[src/rtl/uart_transmitter.sv]
// ---------------------------------------------------------------------------
// uart_transmitter
//
// UART transmit engine. One byte is held in a Transmit Holding Register
// (THR) and serialised through a Transmit Shift Register (TSR). Each frame is
// a start bit, 8 data bits LSB first, an optional parity bit, and 1 or 2 stop
// bits. THR and TSR together form a double buffer. If THR is already loaded
// when a frame ends, the next frame starts with no idle gap.
//
// Optional build macro: UART_TX_CTS_EN
//   When defined, a new frame starts only while cts_i (active-low) is low,
//   as seen through a 2-flop synchroniser. A frame that has already started
//   always completes. When undefined, cts_i is ignored.
//
// Ports:
//   clk           system clock
//   rst           synchronous reset, active-high
//   thr_push_i    single-cycle strobe that writes thr_byte_i into THR
//   thr_byte_i    byte to transmit
//   thr_full_o    THR holds an unsent byte
//   tx_empty_o    THR empty and no frame in progress
//   tx_busy_o     frame in progress
//   enable_i      transmitter enable; low aborts a frame (THR is kept)
//   brg_sample_i  baud-rate tick, one clk wide
//   brgh_i        1: 4 ticks per bit, 0: 16 ticks per bit
//   pdsel_i       00 none, 01 even, 10 odd, 11 none
//   stsel_i       0: one stop bit, 1: two stop bits
//   cts_i         clear-to-send, active-low (UART_TX_CTS_EN only)
//   txd_o         serial line, registered, idles high
// ---------------------------------------------------------------------------
module uart_transmitter (
    input  logic       clk,
    input  logic       rst,
    input  logic       thr_push_i,
    input  logic [7:0] thr_byte_i,
    output logic       thr_full_o,
    output logic       tx_empty_o,
    output logic       tx_busy_o,
    input  logic       enable_i,
    input  logic       brg_sample_i,
    input  logic       brgh_i,
    input  logic [1:0] pdsel_i,
    input  logic       stsel_i,
    input  logic       cts_i,
    output logic       txd_o
);

    typedef enum logic [2:0] {
        ST_IDLE   = 3'd0,
        ST_START  = 3'd1,
        ST_DATA   = 3'd2,
        ST_PARITY = 3'd3,
        ST_STOP1  = 3'd4,
        ST_STOP2  = 3'd5
    } tx_state_t;

    // Returns the parity bit for a byte under the selected parity mode.
    // Modes 00 and 11 carry no parity, so the bit is don't-care and is
    // returned as 0.
    function automatic logic parity_bit(input logic [7:0] data, input logic [1:0] mode);
        logic p;
        case (mode)
            2'b01:   p = ^data;
            2'b10:   p = ~^data;
            default: p = 1'b0;
        endcase
        return p;
    endfunction

    tx_state_t  state_r, state_next_s;
    logic [7:0] tsr_r, tsr_next_s;
    logic [7:0] thr_r, thr_next_s;
    logic       thr_full_r, thr_full_next_s;
    logic [2:0] bit_cnt_r, bit_cnt_next_s;
    logic [3:0] baud_cnt_r, baud_cnt_next_s;
    logic       par_r, par_next_s;
    logic       txd_r, txd_next_s;
    logic       busy_r, busy_next_s;
    logic       empty_r, empty_next_s;

    logic       bit_end_s;
    logic       cts_ok_s;
    logic       can_load_s;
    logic       load_s;
    logic       push_ok_s;
    logic       parity_en_s;

`ifdef UART_TX_CTS_EN
    logic [1:0] cts_sync_r;

    // Two-flop synchroniser for cts_i. It resets to "not clear".
    always_ff @(posedge clk) begin
        if (rst) begin
            cts_sync_r <= 2'b11;
        end else begin
            cts_sync_r <= {cts_sync_r[0], cts_i};
        end
    end

    assign cts_ok_s = ~cts_sync_r[1];
`else
    logic cts_unused_s;
    assign cts_unused_s = cts_i;
    assign cts_ok_s     = 1'b1;
`endif

    // The bit boundary is the last tick of the current bit period.
    assign bit_end_s   = brg_sample_i & (brgh_i ? (baud_cnt_r[1:0] == 2'd3)
                                                : (baud_cnt_r == 4'd15));
    assign parity_en_s = (pdsel_i == 2'b01) | (pdsel_i == 2'b10);
    // THR may move into TSR: this applies both from IDLE and at a frame end.
    assign can_load_s  = enable_i & thr_full_r & cts_ok_s;

    // Next-state logic. A frame end chains directly into START when THR is loadable.
    always_comb begin
        state_next_s = state_r;
        load_s       = 1'b0;
        case (state_r)
            ST_IDLE: begin
                if (can_load_s) begin
                    state_next_s = ST_START;
                    load_s       = 1'b1;
                end else begin
                    state_next_s = ST_IDLE;
                end
            end
            ST_START: begin
                if (!enable_i) begin
                    state_next_s = ST_IDLE;
                end else if (bit_end_s) begin
                    state_next_s = ST_DATA;
                end else begin
                    state_next_s = ST_START;
                end
            end
            ST_DATA: begin
                if (!enable_i) begin
                    state_next_s = ST_IDLE;
                end else if (bit_end_s && (bit_cnt_r == 3'd0)) begin
                    state_next_s = parity_en_s ? ST_PARITY : ST_STOP1;
                end else begin
                    state_next_s = ST_DATA;
                end
            end
            ST_PARITY: begin
                if (!enable_i) begin
                    state_next_s = ST_IDLE;
                end else if (bit_end_s) begin
                    state_next_s = ST_STOP1;
                end else begin
                    state_next_s = ST_PARITY;
                end
            end
            ST_STOP1: begin
                if (!enable_i) begin
                    state_next_s = ST_IDLE;
                end else if (bit_end_s && stsel_i) begin
                    state_next_s = ST_STOP2;
                end else if (bit_end_s) begin
                    if (can_load_s) begin
                        state_next_s = ST_START;
                        load_s       = 1'b1;
                    end else begin
                        state_next_s = ST_IDLE;
                    end
                end else begin
                    state_next_s = ST_STOP1;
                end
            end
            ST_STOP2: begin
                if (!enable_i) begin
                    state_next_s = ST_IDLE;
                end else if (bit_end_s) begin
                    if (can_load_s) begin
                        state_next_s = ST_START;
                        load_s       = 1'b1;
                    end else begin
                        state_next_s = ST_IDLE;
                    end
                end else begin
                    state_next_s = ST_STOP2;
                end
            end
            default: begin
                state_next_s = ST_IDLE;
            end
        endcase
    end

    // Datapath: TSR load and shift, bit counter, baud counter and parity capture.
    always_comb begin
        tsr_next_s      = tsr_r;
        bit_cnt_next_s  = bit_cnt_r;
        baud_cnt_next_s = baud_cnt_r;
        par_next_s      = par_r;
        if (load_s) begin
            tsr_next_s      = thr_r;
            bit_cnt_next_s  = 3'd7;
            baud_cnt_next_s = 4'd0;
            par_next_s      = parity_bit(thr_r, pdsel_i);
        end else begin
            if ((state_r != ST_IDLE) && brg_sample_i) begin
                baud_cnt_next_s = baud_cnt_r + 4'd1;
            end else begin
                baud_cnt_next_s = baud_cnt_r;
            end
            if ((state_r == ST_DATA) && enable_i && bit_end_s) begin
                tsr_next_s = {1'b0, tsr_r[7:1]};
                if (bit_cnt_r != 3'd0) begin
                    bit_cnt_next_s = bit_cnt_r - 3'd1;
                end else begin
                    bit_cnt_next_s = bit_cnt_r;
                end
            end else begin
                tsr_next_s     = tsr_r;
                bit_cnt_next_s = bit_cnt_r;
            end
        end
    end

    // A push is accepted when THR is free, or when THR is emptied into TSR in the same cycle.
    always_comb begin
        thr_next_s      = thr_r;
        thr_full_next_s = thr_full_r;
        push_ok_s       = thr_push_i & (~thr_full_r | load_s);
        if (push_ok_s) begin
            thr_next_s      = thr_byte_i;
            thr_full_next_s = 1'b1;
        end else if (load_s) begin
            thr_next_s      = thr_r;
            thr_full_next_s = 1'b0;
        end else begin
            thr_next_s      = thr_r;
            thr_full_next_s = thr_full_r;
        end
    end

    // Output values are computed from the next state so that the registered line tracks the FSM.
    always_comb begin
        txd_next_s = 1'b1;
        case (state_next_s)
            ST_IDLE:   txd_next_s = 1'b1;
            ST_START:  txd_next_s = 1'b0;
            ST_DATA:   txd_next_s = tsr_next_s[0];
            ST_PARITY: txd_next_s = par_next_s;
            ST_STOP1:  txd_next_s = 1'b1;
            ST_STOP2:  txd_next_s = 1'b1;
            default:   txd_next_s = 1'b1;
        endcase
        busy_next_s  = (state_next_s != ST_IDLE);
        empty_next_s = ~thr_full_next_s & (state_next_s == ST_IDLE);
    end

    // State, datapath and output registers.
    always_ff @(posedge clk) begin
        if (rst) begin
            state_r    <= ST_IDLE;
            tsr_r      <= 8'h00;
            thr_r      <= 8'h00;
            thr_full_r <= 1'b0;
            bit_cnt_r  <= 3'd0;
            baud_cnt_r <= 4'd0;
            par_r      <= 1'b0;
            txd_r      <= 1'b1;
            busy_r     <= 1'b0;
            empty_r    <= 1'b1;
        end else begin
            state_r    <= state_next_s;
            tsr_r      <= tsr_next_s;
            thr_r      <= thr_next_s;
            thr_full_r <= thr_full_next_s;
            bit_cnt_r  <= bit_cnt_next_s;
            baud_cnt_r <= baud_cnt_next_s;
            par_r      <= par_next_s;
            txd_r      <= txd_next_s;
            busy_r     <= busy_next_s;
            empty_r    <= empty_next_s;
        end
    end

    assign txd_o      = txd_r;
    assign thr_full_o = thr_full_r;
    assign tx_busy_o  = busy_r;
    assign tx_empty_o = empty_r;

endmodule
[config.mk]
export PLATFORM = sky130hd
export DESIGN_NAME = uart_transmitter
export DESIGN_NICKNAME = d
export VERILOG_FILES = /design/src/rtl/uart_transmitter.sv
export SDC_FILE = /design/constraint.sdc
export NUM_CORES = 1
export LEC_CHECK = 0
export CORE_MARGIN = 2
export CORE_UTILIZATION = 35
export DETAILED_ROUTE_END_ITERATION = 8
export PLACE_DENSITY = 0.65
export SLEW_MARGIN = 30
export SYNTH_ARGS = -nofsm -noshare
export SYNTH_HDL_FRONTEND = slang
export SYNTH_SLANG_ARGS = --single-unit
[constraint.sdc]
create_clock -name clk -period 2.2 [get_ports clk]
set_input_delay 0.55 -clock clk [delete_from_list [all_inputs] [get_ports clk]]
set_output_delay 0.55 -clock clk [all_outputs]
set_load 0.02 [all_outputs]
# ---- After elaboration in Yosys (flattened, before gate mapping)
# Index checks and enable logic that the tools add are counted.
dict set report word_totals {
  reg_bits 31
  in_bits 18
}
dict set report classes {
  add_sub_neg 2
  eq_ne 12
  n_bitwise 8
  mux 31
  n_reduce_logical 17
}
# operator count
set op_table {}
lappend op_table {{$mux 3} 13}
lappend op_table {{$pmux 3 s6} 1}
lappend op_table {{$mux 8} 2}
lappend op_table {{$eq 3x2->1 const B} 4}
lappend op_table {{$mux 1} 10}
lappend op_table {{$logic_not 3->1} 3}
lappend op_table {{$reduce_bool 3->1} 3}
lappend op_table {{$reduce_xnor 8->1} 1}
lappend op_table {{$reduce_xor 8->1} 1}
lappend op_table {{$eq 3x1->1 const B} 2}
lappend op_table {{$eq 3x3->1 const B} 2}
lappend op_table {{$pmux 1 s3} 2}
lappend op_table {{$logic_and 1x1->1} 5}
lappend op_table {{$add 4x1->4 const B} 1}
lappend op_table {{$and 1x1->1} 4}
lappend op_table {{$eq 2x2->1 const B} 2}
lappend op_table {{$eq 4x4->1 const B} 1}
lappend op_table {{$mux 2} 2}
lappend op_table {{$reduce_bool 2->1} 2}
lappend op_table {{$sub 3x1->3 const B} 1}
lappend op_table {{$eq 2x1->1 const B} 1}
lappend op_table {{$not 1->1} 2}
lappend op_table {{$or 1x1->1} 2}
lappend op_table {{$pmux 1 s2} 1}
lappend op_table {{other kinds (2)} 2}

# ---- Depth between registers and ports, before layout
# Gate-level depths: netlist of the first run.
dict set report depth {
  word_depth 12
  mapped_depth 7
  depth_no_buf 7
}

# ---- Worst setup path after synthesis of the first run
# OpenSTA, ideal clock, no wires.
dict set report synth_path {
  kind {input to register}
  from {input pdsel_i[0]}
  to {register empty_r (netlist: tx_empty_o)}
  stages 7
  path_slack_ps 302
  arrival_ps 1784
  required_time_ps 2086
  path_buffers 0
  setup_ps 114
  path_cell_list {inv_1 -> ha_1 -> nand3b_1 -> a2111oi_0 -> o21ai_1 -> nor3b_1 -> a21o_1}
}
dict set report synth_via {
  elab_chain_len 8
  elab_cells_between_ends 9
}
# item line_no
set synth_rtl {}
lappend synth_rtl {{start, declared} 42} ;# input logic [1:0] pdsel_i,
lappend synth_rtl {{$eq 2x1->1 or $eq 2x2->1 (tied branches)} 110} ;# assign parity_en_s = (pdsel_i == 2'b01) | (pdsel_i == 2'b10);
lappend synth_rtl {{$or 1x1->1 (*)} 110}
lappend synth_rtl {{$mux 3 (*)} 140} ;# state_next_s = parity_en_s ? ST_PARITY : ST_STOP1;
lappend synth_rtl {{$mux 3 (*)} 139} ;# end else if (bit_end_s && (bit_cnt_r == 3'd0)) begin
lappend synth_rtl {{$mux 3 (*)} 137} ;# if (!enable_i) begin
lappend synth_rtl {{$pmux 3 s6 (*)} 118} ;# case (state_r)
lappend synth_rtl {{$logic_not 3->1 (*)} 251} ;# empty_next_s = ~thr_full_next_s & (state_next_s == ST_IDLE);
lappend synth_rtl {{$and 1x1->1 (*)} 251}
lappend synth_rtl {{end signal, assigned} 277} ;# empty_r <= empty_next_s;
lappend synth_rtl {{end, declared} 79} ;# logic empty_r, empty_next_s;
# Every way passes the cells marked *; elsewhere a longest branch is shown, timed or not.
# A chain may end at the register's enable or synchronous reset.

# ---- Worst setup path after layout of the first run
dict set report layout_path {
  from {input pdsel_i[1]}
  to {register empty_r (netlist: tx_empty_o)}
}
# The elaborated chain is that of the path after synthesis.

==> results of run 1 <==
==> cell families (layout without fill, tap and decap cells) <==
kind of cell | Yosys count | in the layout | synth area share
and+or+nand+nor | 55 | 55 | 0.196
AOI/OAI and AO/OA | 45 | 45 | 0.194
DFF | 31 | 31 | 0.379
buffers and inverters | 18 | 51 | 0.0497
xor gates and xnor gates | 12 | 12 | 0.0643
muxes | 12 | 12 | 0.0788
adders and majority gates | 5 | 5 | 0.0383
==> cell type report <==
type	instances	area (um^2)	area share
Inverter	8	30.0	0.0142
Clock inverter	1	5.00	0.00237
Clock buffer	7	76.3	0.0361
Timing Repair Buffer	35	328	0.155
Multi-Input combinational cell	129	990	0.468
Sequential cell	31	621	0.293
Tap cell	52	65.1	0.0308
==> tightest hold or removal path: cells and delay by family, from the launching register on <==
family	cells	cell delay, ns
AND/OR/NAND/NOR	1	0.06
flip-flops	1	0.33
AO/OA/AOI/OAI	1	0.05
==> registers in the layout (all words and copies together), names as in the netlist <==
register    cells
tx_empty_o      1
tsr_r           8
baud_cnt_r      4
thr_full_o      1
bit_cnt_r       3
state_r         3
tx_busy_o       1
par_r           1
thr_r           8
txd_o           1
==> per-stage QoR <==
step                      cells  utilization  instance area (um^2)
after CTS                   263        0.467                  2060
after global routing        263        0.479                  2110
after detailed placement    255        0.447                  1970
after floorplan             178            -                  1640
final                       263        0.479                  2110
after global placement      255        0.447                  1970
==> per-layer routing <==
metal / global-route usage / up-vias / part of all wire
li1: - / 695 / -
met1: 0.176 / 607 / 0.47
met2: 0.232 / 18 / 0.48
met3: 0.0389 / 5 / 0.033
met4: 0.0629 / 0 / 0.018
met5: 0 / - / 0
==> final timing paths <==
kind                            slack, ns                     to  depth (start not counted)                  startpoint
worst max-delay path                 0.13  tx_empty_o$_SDFF_PP1_                          7                  pdsel_i[1]
worst min-delay path                 0.49  tsr_r[7]$_SDFFE_PP0P_                          2       thr_r[7]$_SDFFE_PP0P_
worst max register to register       0.38  tx_empty_o$_SDFF_PP1_                          7  baud_cnt_r[0]$_SDFFE_PP0P_
worst min register to register       0.49  tsr_r[7]$_SDFFE_PP0P_                          2       thr_r[7]$_SDFFE_PP0P_
==> cell usage in the layout, fill, tap and decap left out, drive strengths merged, types with 8 or more instances in the layout <==
cell type | Yosys | routed
dfxtp | 31 | 31
clkdlybuf4s50 | 0 | 19
nor2 | 17 | 17
buf | 6 | 15
a21oi | 12 | 12
mux2i | 11 | 11
nand3 | 10 | 10
xnor2 | 9 | 9
o21ai | 9 | 9
inv | 8 | 8
a211oi | 8 | 8
==> power by group <==
part	internal (mW)	switching [mW]
Sequential	0.589	0.0205
Clock	0.221	0.194
Combinational	0.109	0.0987
Total	0.919	0.313
==> what timing repair did <==
action,CTS,global route
gates resized for setup,2,9
setup endpoints to repair,1,17
pin swaps,1,2
==> impl_summary.log, run 1 <==
[metrics] top-count cell post-synth: sky130_fd_sc_hd__dfxtp_1
[metrics] maximum clock rate: 482 MHz
[metrics] post-synthesis average cell area: 9.19 um^2
[metrics] GRT Resource Usage Total: 0.143
[metrics] Setup crit end kind: flip-flop
[metrics] actual transition at the worst max-transition pin: 0.493 ns
[metrics] Chip Height: 72.4 um
[metrics] minimum clock period: 2.07 ns
[metrics] TritonCTS clock tree: yes
[metrics] cell type with the largest total area after synthesis: sky130_fd_sc_hd__dfxtp_1
[metrics] Unique masters post-synth: 47
[metrics] number of synthesis warnings: 0
[metrics] Final Hold Viols: 0
[metrics] count of flip-flops with a built-in enable after synthesis: 0
[metrics] Crit path buffers/inverters: 1
[metrics] net count of the finished layout: 233
[metrics] number of synthesized register bits: 31
[metrics] hold buffers post-CTS: 0
[metrics] number of antenna violations at the first check in global routing: 0
[metrics] MaxCap Viol Count: 0
[metrics] pin count of the biggest net entering global routing: 22
[metrics] CTS Buf Count: 5
[metrics] final worst hold slack: 0.492 ns
[metrics] Post-Syn Instances: 178
[metrics] startpoint kind of the worst setup timing path: input pin
[metrics] Setup Total Neg Slack: 0 ns
[metrics] placeable core area: 4410 um^2
[metrics] Slew headroom: 0.669
[metrics] Peak VDD IR: 0.000370 V
[metrics] ratio of cells with drive above 1 in the final layout: 0.190
[metrics] Min-Delay Path Class: reg -> reg
[metrics] number of placement rows: 24
[metrics] critical path arrival: 2.25 ns
[metrics] insertion delay to the later sink of the worst-skew pair: 0.28 ns
[metrics] Fin Clk Skew: 0.00678 ns
[metrics] outcome: complete, no violations
[metrics] fraction of post-synthesis cell area in the top cell type by area: 0.379
[metrics] worst-path fanout max: 2
[metrics] Seq/Total Area, Yosys: 0.379
[metrics] Detailed Routing Iterations Pass 1: 6
[metrics] Area contributors post-synth: sky130_fd_sc_hd__dfxtp_1 (38%), sky130_fd_sc_hd__mux2i_1 (6.1%), sky130_fd_sc_hd__xnor2_1 (4.8%)
[metrics] crit path cell chain: clkdlybuf4s50_1 -> ha_4 -> nand3b_1 -> a2111oi_2 -> o21ai_1 -> nor3b_2 -> a21o_1
[metrics] number of levels in the clock H-tree: 2
[metrics] post-detailed-route count of antenna-violating nets: 0
[metrics] Routed wire per std cell: 12.6 um
[metrics] detailed placement HPWL: 2380 um
[metrics] root buffer selected by CTS: sky130_fd_sc_hd__clkbuf_8
[metrics] vias after detailed routing: 1325
[metrics] wire length of the first global-routing pass: 5820 um
[metrics] Die X: 72.4 um
[metrics] cell with the largest stage delay on the worst path: sky130_fd_sc_hd__clkdlybuf4s50_1
[metrics] clock-pin slew of the registers on the worst-case setup and hold paths: 0.06 ns
[metrics] DRC violations left: 0
[metrics] effective utilization at floorplan: 0.370
[metrics] Synth Cell Area: 1640 um^2
[metrics] crit share post-route: 0.942
[metrics] RSZ-0062 raised after global routing: no
[metrics] weighted congestion at the end of routability-driven global placement: 0.827
[metrics] number of clock sinks seen by CTS: 31
[metrics] FILL cells: 425
[metrics] Total Die Area: 5240 um^2
[metrics] data required time of the worst path: 2.37 ns
[metrics] worst slack at placement: -0.331 ns
[metrics] most instantiated flip-flop cell in the synthesis netlist: sky130_fd_sc_hd__dfxtp_1
[metrics] final worst-path setup slack: 0.127 ns
[metrics] Power per Cell Area: 583 nW/um^2
[metrics] vias in the first global route: 1327
[metrics] Overflow after GRT: 0
[metrics] number of failing setup endpoints in the final timing report: 0
[metrics] I/O Buffers: 20
[metrics] top-level port count: 22
[metrics] final-report max-slew violation count: 0
[metrics] syn_nets: 201
[metrics] layout-stage area growth over the synthesis result: 29.3%
[metrics] number of DRC markers in iteration 0: 75
[metrics] post-detailed-routing wire length: 3310 um
[metrics] top cells by count, synth: sky130_fd_sc_hd__dfxtp_1 (31), sky130_fd_sc_hd__nor2_1 (17), sky130_fd_sc_hd__a21oi_1 (11)
[metrics] Via-to-Cell Ratio: 5.04
[metrics] async set-or-reset flop fraction in the synthesized netlist: 0
[metrics] number of setup buffers added after CTS: 0
[metrics] sum of internal, switching and leakage power: 1.23 mW
[metrics] Largest delay share family, worst path: compound AO/OA/AOI/OAI gates
[metrics] clk buf depth: 2
[metrics] number of antenna cells inserted: 0
[metrics] type of the worst setup path: in -> reg
[metrics] maximum cell stage delay along the critical path: 0.46 ns
[metrics] standby leakage power: 0.784 nW
(Power assumes the default switching activity.)
==> run 2, diff against run 1 <==
Settings changed: HOLD_SLACK_MARGIN from default to 0.12.
==> results of run 2 <==
The final DEF is identical to that of run 1; final timing and power are the same.
